--- src/rtl/fifo_reader_pkg.sv ---
// Width helpers shared by the fifo_reader top and its output buffer.
package fifo_reader_pkg;

  localparam int MAX_BUF_DEPTH = 8;

  // Pointer width; a single-entry buffer still gets one pointer bit.
  function automatic int ptr_w(input int depth);
    return (depth > 1) ? $clog2(depth) : 1;
  endfunction

  function automatic int cnt_w(input int depth);
    return $clog2(depth + 1);
  endfunction

endpackage

--- src/rtl/fifo_reader_buf.sv ---
// Circular register buffer: writes land at wr_ptr, the head entry sits at rd_ptr,
// both pointers wrap explicitly at DEPTH so non-power-of-2 depths work.
module fifo_reader_buf
  import fifo_reader_pkg::*;
#(
  parameter int WIDTH = 32,
  parameter int DEPTH = 3
) (
  input  logic                    clk,
  input  logic                    rst,
  input  logic                    wr_en,
  input  logic [WIDTH-1:0]        wr_data,
  input  logic                    rd_en,
  output logic [cnt_w(DEPTH)-1:0] count,
  output logic                    head_valid,
  output logic [WIDTH-1:0]        head_data
);

  localparam int PW = ptr_w(DEPTH);
  localparam int CW = cnt_w(DEPTH);

  logic [WIDTH-1:0] mem_q [DEPTH];
  logic [WIDTH-1:0] mem_d [DEPTH];
  logic [PW-1:0]    wr_ptr_q, wr_ptr_d;
  logic [PW-1:0]    rd_ptr_q, rd_ptr_d;
  logic [CW-1:0]    count_q, count_d;
  logic             valid_q, valid_d;

  function automatic logic [PW-1:0] next_ptr(input logic [PW-1:0] p);
    return (p == PW'(DEPTH - 1)) ? '0 : p + PW'(1);
  endfunction

  always_comb begin
    mem_d    = mem_q;
    wr_ptr_d = wr_ptr_q;
    rd_ptr_d = rd_ptr_q;
    count_d  = count_q;
    if (wr_en) begin
      mem_d[wr_ptr_q] = wr_data;
      wr_ptr_d        = next_ptr(wr_ptr_q);
    end
    if (rd_en) begin
      rd_ptr_d = next_ptr(rd_ptr_q);
    end
    case ({wr_en, rd_en})
      2'b10:   count_d = count_q + CW'(1);
      2'b01:   count_d = count_q - CW'(1);
      default: count_d = count_q;
    endcase
    valid_d = (count_d != '0);
  end

  always_ff @(posedge clk or posedge rst) begin
    if (rst) begin
      for (int i = 0; i < DEPTH; i++) mem_q[i] <= '0;
      wr_ptr_q <= '0;
      rd_ptr_q <= '0;
      count_q  <= '0;
      valid_q  <= 1'b0;
    end else begin
      mem_q    <= mem_d;
      wr_ptr_q <= wr_ptr_d;
      rd_ptr_q <= rd_ptr_d;
      count_q  <= count_d;
      valid_q  <= valid_d;
    end
  end

  // The reserve rule upstream must keep writes away from a full buffer.
  always @(posedge clk) begin
    if (!rst) assert (!(wr_en && (count_q == CW'(DEPTH))));
  end

  assign count      = count_q;
  assign head_valid = valid_q;
  assign head_data  = mem_q[rd_ptr_q];

endmodule

--- src/rtl/fifo_reader.sv ---
// Drains a synchronous fifo read port (FWFT or one-cycle latency) into a
// valid/ready stream, reserving buffer space for every read before issuing it.
module fifo_reader
  import fifo_reader_pkg::*;
#(
  parameter int WIDTH     = 32,
  parameter int FWFT      = 1,
  parameter int BUF_DEPTH = 3
) (
  input  logic                        clk,
  input  logic                        rst,
  input  logic                        fifo_empty,
  output logic                        fifo_rd,
  input  logic [WIDTH-1:0]            fifo_dout,
  input  logic                        fifo_dvld,
  output logic                        m_valid,
  input  logic                        m_ready,
  output logic [WIDTH-1:0]            m_data,
  output logic [cnt_w(BUF_DEPTH)-1:0] buf_count,
  output logic                        err_dvld
);

  localparam int            CW        = cnt_w(BUF_DEPTH);
  localparam bit            IS_FWFT   = (FWFT != 0);
  localparam logic [CW:0]   DEPTH_LIM = (CW + 1)'(BUF_DEPTH);

  logic [CW-1:0] inflight_q, inflight_d;
  logic          err_q, err_d;
  logic [CW:0]   reserve;
  logic          dvld_hit, dvld_stray;
  logic          wr_en, pop;

  // fifo_rd depends only on registered occupancy, never on m_ready.
  always_comb begin
    reserve    = {1'b0, buf_count} + {1'b0, inflight_q};
    fifo_rd    = !rst && !fifo_empty && (reserve < DEPTH_LIM);
    pop        = m_valid && m_ready;
    dvld_hit   = !IS_FWFT && fifo_dvld && (inflight_q != '0);
    dvld_stray = !IS_FWFT && fifo_dvld && (inflight_q == '0);
    wr_en      = IS_FWFT ? fifo_rd : dvld_hit;
    inflight_d = inflight_q;
    if (!IS_FWFT) begin
      case ({fifo_rd, dvld_hit})
        2'b10:   inflight_d = inflight_q + CW'(1);
        2'b01:   inflight_d = inflight_q - CW'(1);
        default: inflight_d = inflight_q;
      endcase
    end
    err_d = err_q || dvld_stray;
  end

  always_ff @(posedge clk or posedge rst) begin
    if (rst) begin
      inflight_q <= '0;
      err_q      <= 1'b0;
    end else begin
      inflight_q <= inflight_d;
      err_q      <= err_d;
    end
  end

  fifo_reader_buf #(
    .WIDTH(WIDTH),
    .DEPTH(BUF_DEPTH)
  ) u_buf (
    .clk       (clk),
    .rst       (rst),
    .wr_en     (wr_en),
    .wr_data   (fifo_dout),
    .rd_en     (pop),
    .count     (buf_count),
    .head_valid(m_valid),
    .head_data (m_data)
  );

  assign err_dvld = err_q;

endmodule

--- config.mk ---
export PLATFORM = sky130hd
export DESIGN_NAME = fifo_reader
export DESIGN_NICKNAME = d
export VERILOG_FILES = /design/src/rtl/fifo_reader_pkg.sv /design/src/rtl/fifo_reader_buf.sv /design/src/rtl/fifo_reader.sv
export SDC_FILE = /design/constraint.sdc
export NUM_CORES = 1
export LEC_CHECK = 0
export ABC_AREA = 1
export BUFFER_PORTS_ARGS = -buffer_cell sky130_fd_sc_hd__buf_2
export CAP_MARGIN = 15
export CORE_UTILIZATION = 35
export CTS_CLUSTER_SIZE = 8
export DETAILED_ROUTE_END_ITERATION = 12
export PLACE_DENSITY = 0.59
export SETUP_SLACK_MARGIN = 0.4
export SLEW_MARGIN = 20
export SYNTH_ARGS = -nofsm -noshare
export SYNTH_HDL_FRONTEND = slang
export SYNTH_SLANG_ARGS = --single-unit
--- constraint.sdc ---
create_clock -name clk -period 2.76 [get_ports clk]
set_clock_uncertainty 0.05 [all_clocks]
set_input_delay 0.138 -clock clk [delete_from_list [all_inputs] [get_ports clk]]
set_output_delay 0.138 -clock clk [all_outputs]
set_load 0.01 [all_outputs]
==> reports/metrics.csv, run 1 <==
stage,metric,value,unit
layout,synthesis-to-layout area growth,17.88,%
route,Vias/cell,4.920,
route,Detail Route Antenna Nets,0,
route,DR vias,4113,
grt,vias in the first global route,4017,
route,total wire length,12480,um
grt,global-route wire length before repair,20770,um
yosys,synthesized cell area,4716,sq um
yosys,Yosys Warn Count,0,
setup_path,Crit Path Max Fanout,18,
layout,footprint of the multi-input gates,1914,sq um
die,Die Area,13940,sq um
setup_path,Reg-to-Reg End,u_buf.mem_q[65]$_DFFE_PP0P_,
yosys,Yosys cell types,20,
place,Post-DP HPWL,7566,um
setup_path,CP Launch Point,u_buf.rd_ptr_q[1]$_DFFE_PP0P_,
cts,CTS tree,yes,
cts,CTS Buffer Depth,2,
min_path,Hold EP,u_buf.mem_q[53]$_DFFE_PP0P_,
timing,Fin. Hold Viols,0,
grt,initial antenna violation count,0,
cts,Post CTS Setup Buffer Count,0,
layout,# diodes,0,
yosys,#FFs+latches synth,103,
layout,Layout Utilization,42.15,%
grt,pin count of the biggest net entering global routing,71,
die,IO Count,74,
power,LEAKAGE,3.021,nW
cts,cts bufs inserted,9,
run,number of max-cap violations,0,
yosys,Post-Syn Area per Cell,7.873,sq um
timing,Slew Limit Fails,0,
die,Rows,42,
cts,CTS resizes,0,
setup_path,Worst Path Buf+Inv,3,
die,chip width,118.1,um
layout,register area,2577,sq um
layout,most frequent cells in the layout,"nand2_1 (298), nand3_1 (130), dfrtp_1 (103)",
die,die height,118.1,um
route,Detailed Route Iter0 Violations,299,
cts,"CTS clk-pin slew, worst paths",70,ps
yosys,post-synthesis sequential area ratio,54.66,%
timing,total negative slack,0,ps
min_path,HP Class,in2reg,
cts,clk sinks,103,
die,core area,13190,sq um
route,DRC violations left,0,
setup_path,Crit path max-delay family,simple AND/OR/NAND/NOR gates,
setup_path,Critical Path End Type,output pin,
setup_path,CP Launch Type,register,
timing,Fin Hold WS,5.028,ps
yosys,syn_nets,637,
timing,part of the cycle the worst path needs,79.15,%
setup_path,cell breakdown of the critical path,inv_1 > nor2_4 > buf_4 > nand2_1 > nand3_1 > buf_2,
timing,worst slew pin tran,763.1,ps
layout,"most common cell after layout, fill and taps aside",nand2_1,
layout,fraction of layout instances using a drive strength above 1,16.67,%
setup_path,slowest CP cell,dfrtp_1,
place,Post-Place Setup Slack,935.9,ps
min_path,hold depth,3,
timing,fin crit period,2184,ps
die,initial core utilization,35.75,%
timing,Slew HR,49.02,%
setup_path,worst reg2reg path depth,6,
route,Routed WL per cell,14.93,um
place,IO buf count,71,
power,Peak VDD IR,0.3519,mV
cts,H-tree levels,3,
grt,total grt overflow,0,
setup_path,crit path kind,reg2out,
setup_path,reg2reg setup slack,1000,ps
layout,fillers,1351,
timing,final setup fails,0,
timing,fin worst setup slack,575.6,ps
timing,RSZ-0062 raised after global routing,false,
run_status,outcome,"finished, final reports clean",
grt,GR Util All Layers,19.04,%
yosys,Gate Count Post-Synth,599,
layout,# nets final,695,
timing,Max Clock Freq,0.4578,GHz
place,gpl congestion,0.7223,
power,pwr/cell area,1177,nW/um^2
cts,CTS root buf,clkbuf_16,
min_path,Hold Startpoint,fifo_dout[21],
setup_path,largest stage delay on the critical path,450,ps
route,Pre-Repair DR Iteration Count,5,
setup_path,critical path arrival,2000,ps
setup_path,"Req. time, crit path",2570,ps
cts,worst skew pair latency,340,ps
setup_path,Worst R2R Start,u_buf.count[0]$_DFF_PP0_,
state kept, by name, indices dropped and copies added, names as in the netlist:
signal,flops
u_buf.head_valid,1
u_buf.wr_ptr_q,2
u_buf.mem_q,96
u_buf.count,2
u_buf.rd_ptr_q,2
layer usage:
layer  up-vias  global-route usage (%)  wire length [um]
met5         -                       0                 0
met4         0                   6.651               153
met3        11                   2.616               772
met2       131                   30.74              6078
met1      1957                   26.20              5478
li1       2014                       -                 -
worst register-to-register path: cells and delay by family, from the launching register on:
family / cells / cell delay [ps]
buf+inv: 1 / 360
flops: 1 / 430
simple gates: 5 / 800
worst max path at each step:
stage | endpoint | depth (start not counted)
2_1_floorplan | u_buf.count[0]$_DFF_PP0_ | 1
3_3_place_gp | m_data[8] | 6
3_5_place_dp | m_data[8] | 6
4_1_cts | m_data[16] | 6
5_1_grt | m_data[30] | 6
6_report | m_data[8] | 6
power by group:
part / internal (W) / switching (W)
Sequential: 0.00219 / 0.000398
Combinational: 0.000910 / 0.00173
Clock: 0.000780 / 0.000534
stage by stage:
stage | area [sq um] | instances | total power [W]
2_1_floorplan | 4720 | 599 | 0.004235
5_1_grt | 5559 | 836 | 0.007049
6_report | 5559 | 836 | 0.006541
3_5_place_dp | 5239 | 820 | 0.005282
4_1_cts | 5559 | 836 | 0.006624
3_3_place_gp | 5239 | 820 | 0.005193
synthesized netlist by cell type:
library cell / instances / share of area, %
nor2_1: 4 / 0.32
nor2_2: 2 / 0.27
inv_1: 9 / 0.72
buf_6: 1 / 0.24
nor2_4: 1 / 0.24
clkbuf_1: 7 / 0.56
dfrtp_1: 103 / 55
buf_1: 1 / 0.080
buf_2: 22 / 2.3
o21ai_0: 3 / 0.32
xor2_1: 1 / 0.19
ha_1: 1 / 0.27
inv_2: 3 / 0.24
nand3_1: 130 / 14
conb_1: 1 / 0.080
nand4_1: 1 / 0.13
buf_4: 8 / 1.3
nand2_4: 2 / 0.48
o21ai_1: 1 / 0.11
nand2_1: 298 / 24
kinds of logic after synthesis:
family	after synthesis	synth area share, %
AND/OR/NAND/NOR	438	38.95
flip-flops	103	54.66
buffers and inverters	51	5.439
AO/OA/AOI/OAI	4	0.4243
XOR/XNOR	1	0.1858
adder cells (fa/ha/maj)	1	0.2653
other	1	0.07952
layout make-up:
class,instances,area share (%)
sequential,103,46.37
multi-input combinational,445,34.44
timing repair buffer,86,8.958
clock buffer,9,4.051
tap,176,3.961
clock inverter,5,1.350
inverter,12,0.8778
what timing repair did:
| item | in CTS | in global routing |
|---|---|---|
| endpoints found under the setup margin | 0 | 0 |
| hold buffers | 2 | 0 |
| endpoints found under the hold margin | 34 | 0 |
Power figures use the tool's default switching activity.
==> run 2: changes to the inputs <==
==> constraint.sdc (replaced) <==
create_clock -name clk -period 1.8 [get_ports clk]
set_clock_uncertainty 0.05 [all_clocks]
set_input_delay 0.09 -clock clk [delete_from_list [all_inputs] [get_ports clk]]
set_output_delay 0.09 -clock clk [all_outputs]
set_load 0.01 [all_outputs]
==> run 2 against run 1 <==
  * Cell area is 27% higher
  * Largest cell class unchanged
  * Routed wire length is 22% higher
  * Combinational power is 130% higher
  * Via count is 11% higher
  * Flip-flop and latch count stayed put
  * Worst hold slack better by 130 ps
  * Critical path type unchanged
  * Core utilization is 12 points higher
  * Register-to-register slack worse by 560 ps
==> reports/metrics.csv, run 2 (same netlist as run 1, synthesis figures left out) <==
stage,metric,value,unit,change
die,core area,13190,sq um,unchanged
cts,"CTS clk-pin slew, worst paths",60,ps,was 70 ps
place,gpl congestion,0.7599,,was 0.7223
layout,fillers,1190,,was 1351
layout,# nets final,773,,was 695
route,Detail Route Antenna Nets,0,,unchanged
die,initial core utilization,35.75,%,unchanged
cts,CTS root buf,clkbuf_16,,unchanged
timing,RSZ-0062 raised after global routing,true,,was false
run_status,outcome,"finished, final reports clean",,unchanged
layout,fraction of layout instances using a drive strength above 1,27.03,%,was 16.67%
power,net switching power,0.004872,W,was 0.002658 W
grt,total grt overflow,0,,unchanged
cts,cts bufs inserted,9,,unchanged
min_path,hold depth,4,,was 3
timing,Fin. Hold Viols,0,,unchanged
route,DR WL met2,7267,um,was 6078 um
grt,GR Util All Layers,20.10,%,was 19.04%
route,total wire length,15240,um,was 12480 um
cts,clk sinks,103,,unchanged
grt,global-route wire length before repair,21820,um,was 20770 um
setup_path,"Req. time, crit path",1660,ps,was 2570 ps
layout,most frequent cells in the layout,"nand2_1 (278), nand3_1 (113), dfrtp_1 (100)",,"was nand2_1 (298), nand3_1 (130), dfrtp_1 (103)"
setup_path,Critical Path End Type,output pin,,unchanged
route,Pre-Repair DR Iteration Count,5,,unchanged
power,LEAKAGE,3.753,nW,was 3.021 nW
route,DR vias,4562,,was 4113
power,Peak VDD IR,0.7614,mV,was 0.3519 mV
place,IO buf count,71,,unchanged
setup_path,Crit Path Max Fanout,8,,was 18
route,met3 WL,792,um,was 772 um
timing,total negative slack,0,ps,unchanged
run,number of max-cap violations,0,,unchanged
power,pwr/cell area,1752,nW/um^2,was 1177 nW/um^2
route,M1 wire length,6778,um,was 5478 um
die,IO Count,74,,unchanged
die,die height,118.1,um,unchanged
grt,initial antenna violation count,0,,unchanged
layout,synthesis-to-layout area growth,50.17,%,was 17.88%
layout,"most common cell after layout, fill and taps aside",nand2_1,,unchanged
timing,fin crit period,1709,ps,
timing,part of the cycle the worst path needs,94.97,%,
setup_path,CP Launch Type,register,,unchanged
layout,Largest register FFs,96,,unchanged
place,Post-DP HPWL,7920,um,was 7566 um
grt,pin count of the biggest net entering global routing,42,,was 71
timing,final setup fails,0,,unchanged
cts,CTS Buffer Depth,2,,unchanged
power,Clk network pwr share,18.1,%,was 20.1%
power,switching part of the total power,39.27,%,was 40.64%
setup_path,crit path kind,reg2out,,unchanged
place,"Cell Area, Placed",5334,sq um,was 5239 sq um
die,chip width,118.1,um,unchanged
route,DRC violations left,0,,unchanged
route,Routed WL per cell,16.64,um,was 14.93 um
route,DR top layer,met4,,unchanged
cts,H-tree levels,3,,unchanged
timing,Slew Limit Fails,0,,unchanged
power,Pint,0.007534,W,was 0.003883 W
die,Rows,42,,unchanged
layout,Final Instance Area,7082,sq um,was 5559 sq um
power,combinational group share of total power,49.3,%,was 40.3%
die,Die Area,13940,sq um,unchanged
setup_path,worst reg2reg path depth,8,,was 6
timing,Max Clock Freq,0.5850,GHz,
power,sequential power share,32.6,%,was 39.6%
route,Detailed Route Iter0 Violations,300,,was 299
cts,CTS tree,yes,,unchanged
cts,worst skew pair latency,350,ps,was 340 ps
route,Vias/cell,4.980,,was 4.920
min_path,HP Class,in2reg,,unchanged
grt,vias in the first global route,4145,,was 4017
setup_path,critical path arrival,1570,ps,was 2000 ps
layout,# diodes,0,,unchanged
layout,Reg with most FFs,u_buf.mem_q,,unchanged
## run 2: cell count changes in the layout (fill, tap and decap cells not counted), moves of 16 or more
cell           delta
buf_12           +16
buf_2            -18
buf_6            +23
dlygate4sd3_1    +31
nand2_1          -20
nand3_1          -17
nand3_2          +17
## run 2: area by class of cell
type | count | area, sq um | area share (%)
Clock buffer | 11 | 232.7 | 3.286
Multi-Input combinational cell | 448 | 2210 | 31.20
Tap cell | 176 | 220.2 | 3.110
Timing Repair Buffer | 161 | 1680 | 23.73
Inverter | 12 | 53.80 | 0.7597
Clock inverter | 5 | 103.9 | 1.466
Sequential cell | 103 | 2581 | 36.45
## run 2: path summary, 6_finish.rpt
path | slack [ps] | from | endpoint
hold reg to reg | 420 | u_buf.mem_q[49]$_DFFE_PP0P_ | u_buf.mem_q[49]$_DFFE_PP0P_
hold / removal | 140 | m_ready | u_buf.rd_ptr_q[0]$_DFFE_PP0P_
setup / recovery | 90 | u_buf.rd_ptr_q[1]$_DFFE_PP0P_ | m_data[29]
min in group asynchronous | 270 | rst | u_buf.mem_q[77]$_DFFE_PP0P_
setup reg to reg | 440 | u_buf.count[1]$_DFF_PP0_ | u_buf.mem_q[77]$_DFFE_PP0P_
max in group asynchronous | 830 | rst | u_buf.mem_q[53]$_DFFE_PP0P_
## run 2: metal layers
metal	vias to the layer above	track usage [%]
li1	2179	-
met1	2206	28.01
met2	145	32.21
met3	32	2.810
met4	0	6.490
met5	-	0
## run 2: through the flow
stage	total power [W]	cells	util (%)	worst slack (ps)	hold WS (ps)
after floorplan	0.006494	599	-	428.4	184.5
after global routing	0.01319	916	53.69	38.95	169.3
after CTS	0.01105	896	47.81	90.05	86.43
final	0.01241	916	53.69	90.56	135.6
after global placement	0.008090	831	40.44	316.3	48.04
after detailed placement	0.008194	831	40.44	292.5	55.08
## run 2: repair_timing
item                       in CTS  in global routing
hold buffers                   33                  0
resized for setup              27                 98
cloned                          3                 10
hold endpoints to repair      134                  0
pin swaps                       2                 13
setup endpoints to repair     108                133
buffers inserted               13                 10
## run 2: power groups by stage
stage / sequential (W) / combinational [W] / clock (W)
global route: 0.00416 / 0.00665 / 0.00238
floorplan: 0.00385 / 0.00264 / 0
detailed placement: 0.00399 / 0.00420 / 0
CTS: 0.00394 / 0.00484 / 0.00228
global placement: 0.00395 / 0.00414 / 0
finish: 0.00404 / 0.00612 / 0.00225
## run 2: critical path: stages, from the launching register on
cell     delay, ps
dfrtp_2        420
buf_6          130
nor2_4         100
buf_12         140
buf_12         150
nand2_1         70
nand3_2        100
buf_6          110
==> run 3: changes to the inputs <==
--- a/config.mk
+++ b/config.mk
@@ -16,4 +16,5 @@
 export SLEW_MARGIN = 20
 export SYNTH_ARGS = -nofsm -noshare
 export SYNTH_HDL_FRONTEND = slang
+export SYNTH_HIERARCHICAL = 1
 export SYNTH_SLANG_ARGS = --single-unit
==> run 3 against run 2 <==
  * Global-route usage down 3.8 points
  * Synthesized area down 1.1%
  * Maximum frequency up 1.5%
  * Flip-flop and latch count unchanged
  * Clock power down 7%
  * Sequential share of layout area up 4.2 points
  * Worst hold slack worse by 120 ps
  * Power down 11%
  * Routed wire length down 23%
  * Critical endpoint is now m_data[0]
  * Largest cell class unchanged
  * Highest routed layer unchanged
==> reports/metrics.csv, run 3 <==
stage,metric,value,unit,change
run_status,outcome,"finished, final reports clean",,unchanged
timing,Max Clock Freq,0.5937,GHz,was 0.5850 GHz
die,chip width,117.4,um,was 118.1 um
setup_path,Crit Path Max Fanout,9,,was 8
yosys,post-synthesis sequential area ratio,55.29,%,was 54.66%
yosys,synthesized cell area,4662,sq um,was 4716 sq um
route,DR vias,3828,,was 4562
setup_path,Worst R2R Start,u_buf/count[0]$_DFF_PP0_,,was u_buf.count[1]$_DFF_PP0_
yosys,Post-Syn Area per Cell,8.897,sq um,was 7.873 sq um
power,Tot Pwr,0.01101,W,was 0.01241 W
layout,Largest register FFs,96,,unchanged
route,Pre-Repair DR Iteration Count,5,,unchanged
grt,global-route wire length before repair,17660,um,was 21820 um
die,initial core utilization,36.35,%,was 35.75%
layout,"most common cell after layout, fill and taps aside",nand2_1,,unchanged
cts,CTS Buffer Depth,2,,unchanged
place,gpl congestion,0.7146,,was 0.7599
timing,RSZ-0062 raised after global routing,true,,unchanged
cts,CTS root buf,clkbuf_16,,unchanged
yosys,Post-synth EDFFs,0,,unchanged
yosys,"Primary FF master, synth",dfrtp_1,,unchanged
setup_path,CP Launch Point,u_buf/rd_ptr_q[1]$_DFFE_PP0P_,,was u_buf.rd_ptr_q[1]$_DFFE_PP0P_
grt,total grt overflow,0,,unchanged
route,total wire length,11810,um,was 15240 um
die,core area,12820,sq um,was 13190 sq um
yosys,most frequent cells after synthesis,"nand2_1 (201), dfrtp_1 (103), inv_1 (44), o21ai_2 (44), nand3_1 (34)",,"was nand2_1 (298), nand3_1 (130), dfrtp_1 (103)"
yosys,syn_nets,562,,was 637
power,pwr/cell area,1736,nW/um^2,was 1752 nW/um^2
yosys,#FFs+latches synth,103,,unchanged
setup_path,CP Launch Type,register,,unchanged
setup_path,Critical Path End Type,output pin,,unchanged
die,Rows,41,,was 42
cts,clk sinks,103,,unchanged
yosys,"count leader, synth",nand2_1,,unchanged
power,Peak VDD IR,0.6574,mV,was 0.7614 mV
timing,worst slew pin tran,557.0,ps,
route,Detailed Route Iter0 Violations,296,,was 300
place,Post-DP HPWL,6192,um,was 7920 um
place,placed cell count,750,,was 831
min_path,Hold Startpoint,fifo_dout[10],,was m_ready
yosys,Synth area leaders,"dfrtp_1 (55%), nand2_1 (16%), o21ai_2 (8.3%), nand3_1 (3.7%), inv_1 (3.5%)",,"was dfrtp_1 (55%), nand2_1 (24%), nand3_1 (14%), buf_2 (2.3%), buf_4 (1.3%)"
layout,synthesis-to-layout area growth,36.04,%,was 50.17%
cts,"CTS clk-pin slew, worst paths",70,ps,was 60 ps
yosys,Yosys top cell area share,55.29,%,was 54.66%
place,IO buf count,71,,unchanged
route,DRC violations left,0,,unchanged
yosys,Yosys Warn Count,6,,was 0
layout,fraction of layout instances using a drive strength above 1,31.87,%,was 27.03%
grt,GR Util All Layers,16.31,%,was 20.10%
layout,# nets final,673,,was 773
run,number of max-cap violations,0,,unchanged
cts,worst skew pair latency,350,ps,about the same
layout,# diodes,0,,unchanged
grt,initial antenna violation count,0,,unchanged
yosys,Yosys cell types,20,,unchanged
min_path,HP Class,in2reg,,unchanged
yosys,Synth area leader,dfrtp_1,,unchanged
timing,total negative slack,0,ps,unchanged
cts,H-tree levels,3,,unchanged
cts,CTS tree,yes,,unchanged
layout,non-filler instance count after layout,812,,was 916
route,Detail Route Antenna Nets,0,,unchanged
cts,cts bufs inserted,9,,unchanged
die,IO Count,74,,unchanged
timing,Slew HR,62.87,%,
setup_path,crit path kind,reg2out,,unchanged
timing,Fin. Hold Viols,0,,unchanged
layout,most frequent cells in the layout,"nand2_1 (186), dfrtp_1 (101), buf_2 (64)",,"was nand2_1 (278), nand3_1 (113), dfrtp_1 (100)"
timing,Slew Limit Fails,0,,unchanged
grt,pin count of the biggest net entering global routing,104,,was 42
yosys,async set-reset flop share out of synthesis,100.0,%,unchanged
route,Routed WL per cell,14.55,um,was 16.64 um
yosys,Gate Count Post-Synth,524,,was 599
layout,Final Instance Area,6342,sq um,was 7082 sq um
die,Die Area,13790,sq um,was 13940 sq um
power,LEAKAGE,3.205,nW,was 3.753 nW
layout,Layout Utilization,49.45,%,was 53.69%
place,"Cell Area, Placed",5180,sq um,was 5334 sq um
setup_path,critical path arrival,1540,ps,was 1570 ps
timing,fin crit period,1684,ps,was 1709 ps
timing,final setup fails,0,,unchanged
die,die height,117.4,um,was 118.1 um
timing,part of the cycle the worst path needs,93.58,%,was 94.97%
route,Vias/cell,4.714,,was 4.980
grt,vias in the first global route,3666,,was 4145
setup_path,"Req. time, crit path",1660,ps,about the same
layout,Reg with most FFs,u_buf/mem_q,,was u_buf.mem_q
[run 3: final timing paths]
path / endpoint / slack, ps / cells past startpoint
max: m_data[0] / 120 / 6
min: u_buf/mem_q[42]$_DFFE_PP0P_ / 20 / 3
max reg2reg: u_buf/head_valid$_DFF_PP0_ / 410 / 9
min reg2reg: u_buf/mem_q[69]$_DFFE_PP0P_ / 430 / 2
max in group asynchronous: u_buf/mem_q[80]$_DFFE_PP0P_ / 850 / 4
min in group asynchronous: u_buf/count[1]$_DFF_PP0_ / 430 / 4
[run 3: cell type report]
type	count	area [sq um]
Inverter	45	180.2
Timing Repair Buffer	130	1196
Clock inverter	7	96.34
Sequential cell	103	2580
Tap cell	172	215.2
Fill cell	1194	6482
Multi-Input combinational cell	346	1849
Clock buffer	9	225.2
[run 3: report_power, final]
group          total, W  internal, W  switching, W
logic           0.00495      0.00230       0.00266
clock network   0.00210      0.00122      0.000876
registers       0.00396      0.00337      0.000593
[run 3: metrics by stage]
stage | hold slack, ps | setup slack (ps)
6_report | 16.80 | 115.6
3_3_place_gp | 249.5 | 379.1
5_1_grt | 28.39 | 44.18
3_5_place_dp | 253.4 | 302.3
4_1_cts | 1.422 | 133.0
2_1_floorplan | 203.8 | 380.8
[run 3: layer usage]
metal | vias up | wire length (um) | track usage, % | part of all wire [%]
met4 | 0 | 178 | 7.143 | 1.5
met5 | - | 0 | 0 | 0
li1 | 1884 | - | - | -
met2 | 118 | 5374 | 25.96 | 45
met3 | 11 | 592 | 3.113 | 5.0
met1 | 1815 | 5665 | 21.59 | 48
[run 3: critical path, cell delays in order, from the launching register on]
cell and delay, ps:
dfrtp_1 410, buf_4 150, nor2_4 160, buf_8 170, nand2_1 50, nand3_1 100, buf_2 140
[run 3: kinds of logic (layout without fill, tap and decap cells)]
| kind of cell | count (synthesis) | in the layout | synth area share, % |
|---|---|---|---|
| and+or+nand+nor | 243 | 243 | 21.15 |
| AOI/OAI and AO/OA | 100 | 100 | 14.28 |
| adders and majority gates | 1 | 1 | 0.2683 |
| DFF | 103 | 103 | 55.29 |
| other | 1 | 1 | 0.08044 |
| buffers and inverters | 75 | 191 | 8.749 |
| xor gates and xnor gates | 1 | 1 | 0.1879 |
[run 3: timing repair]
| action | in CTS | in global routing |
|---|---|---|
| endpoints found under the hold margin | 177 | 0 |
| resized for setup | 6 | 63 |
| cloned | 0 | 9 |
| hold buffers | 31 | 0 |
| pin swaps | 0 | 18 |
| endpoints found under the setup margin | 65 | 72 |
| setup buffers | 2 | 4 |
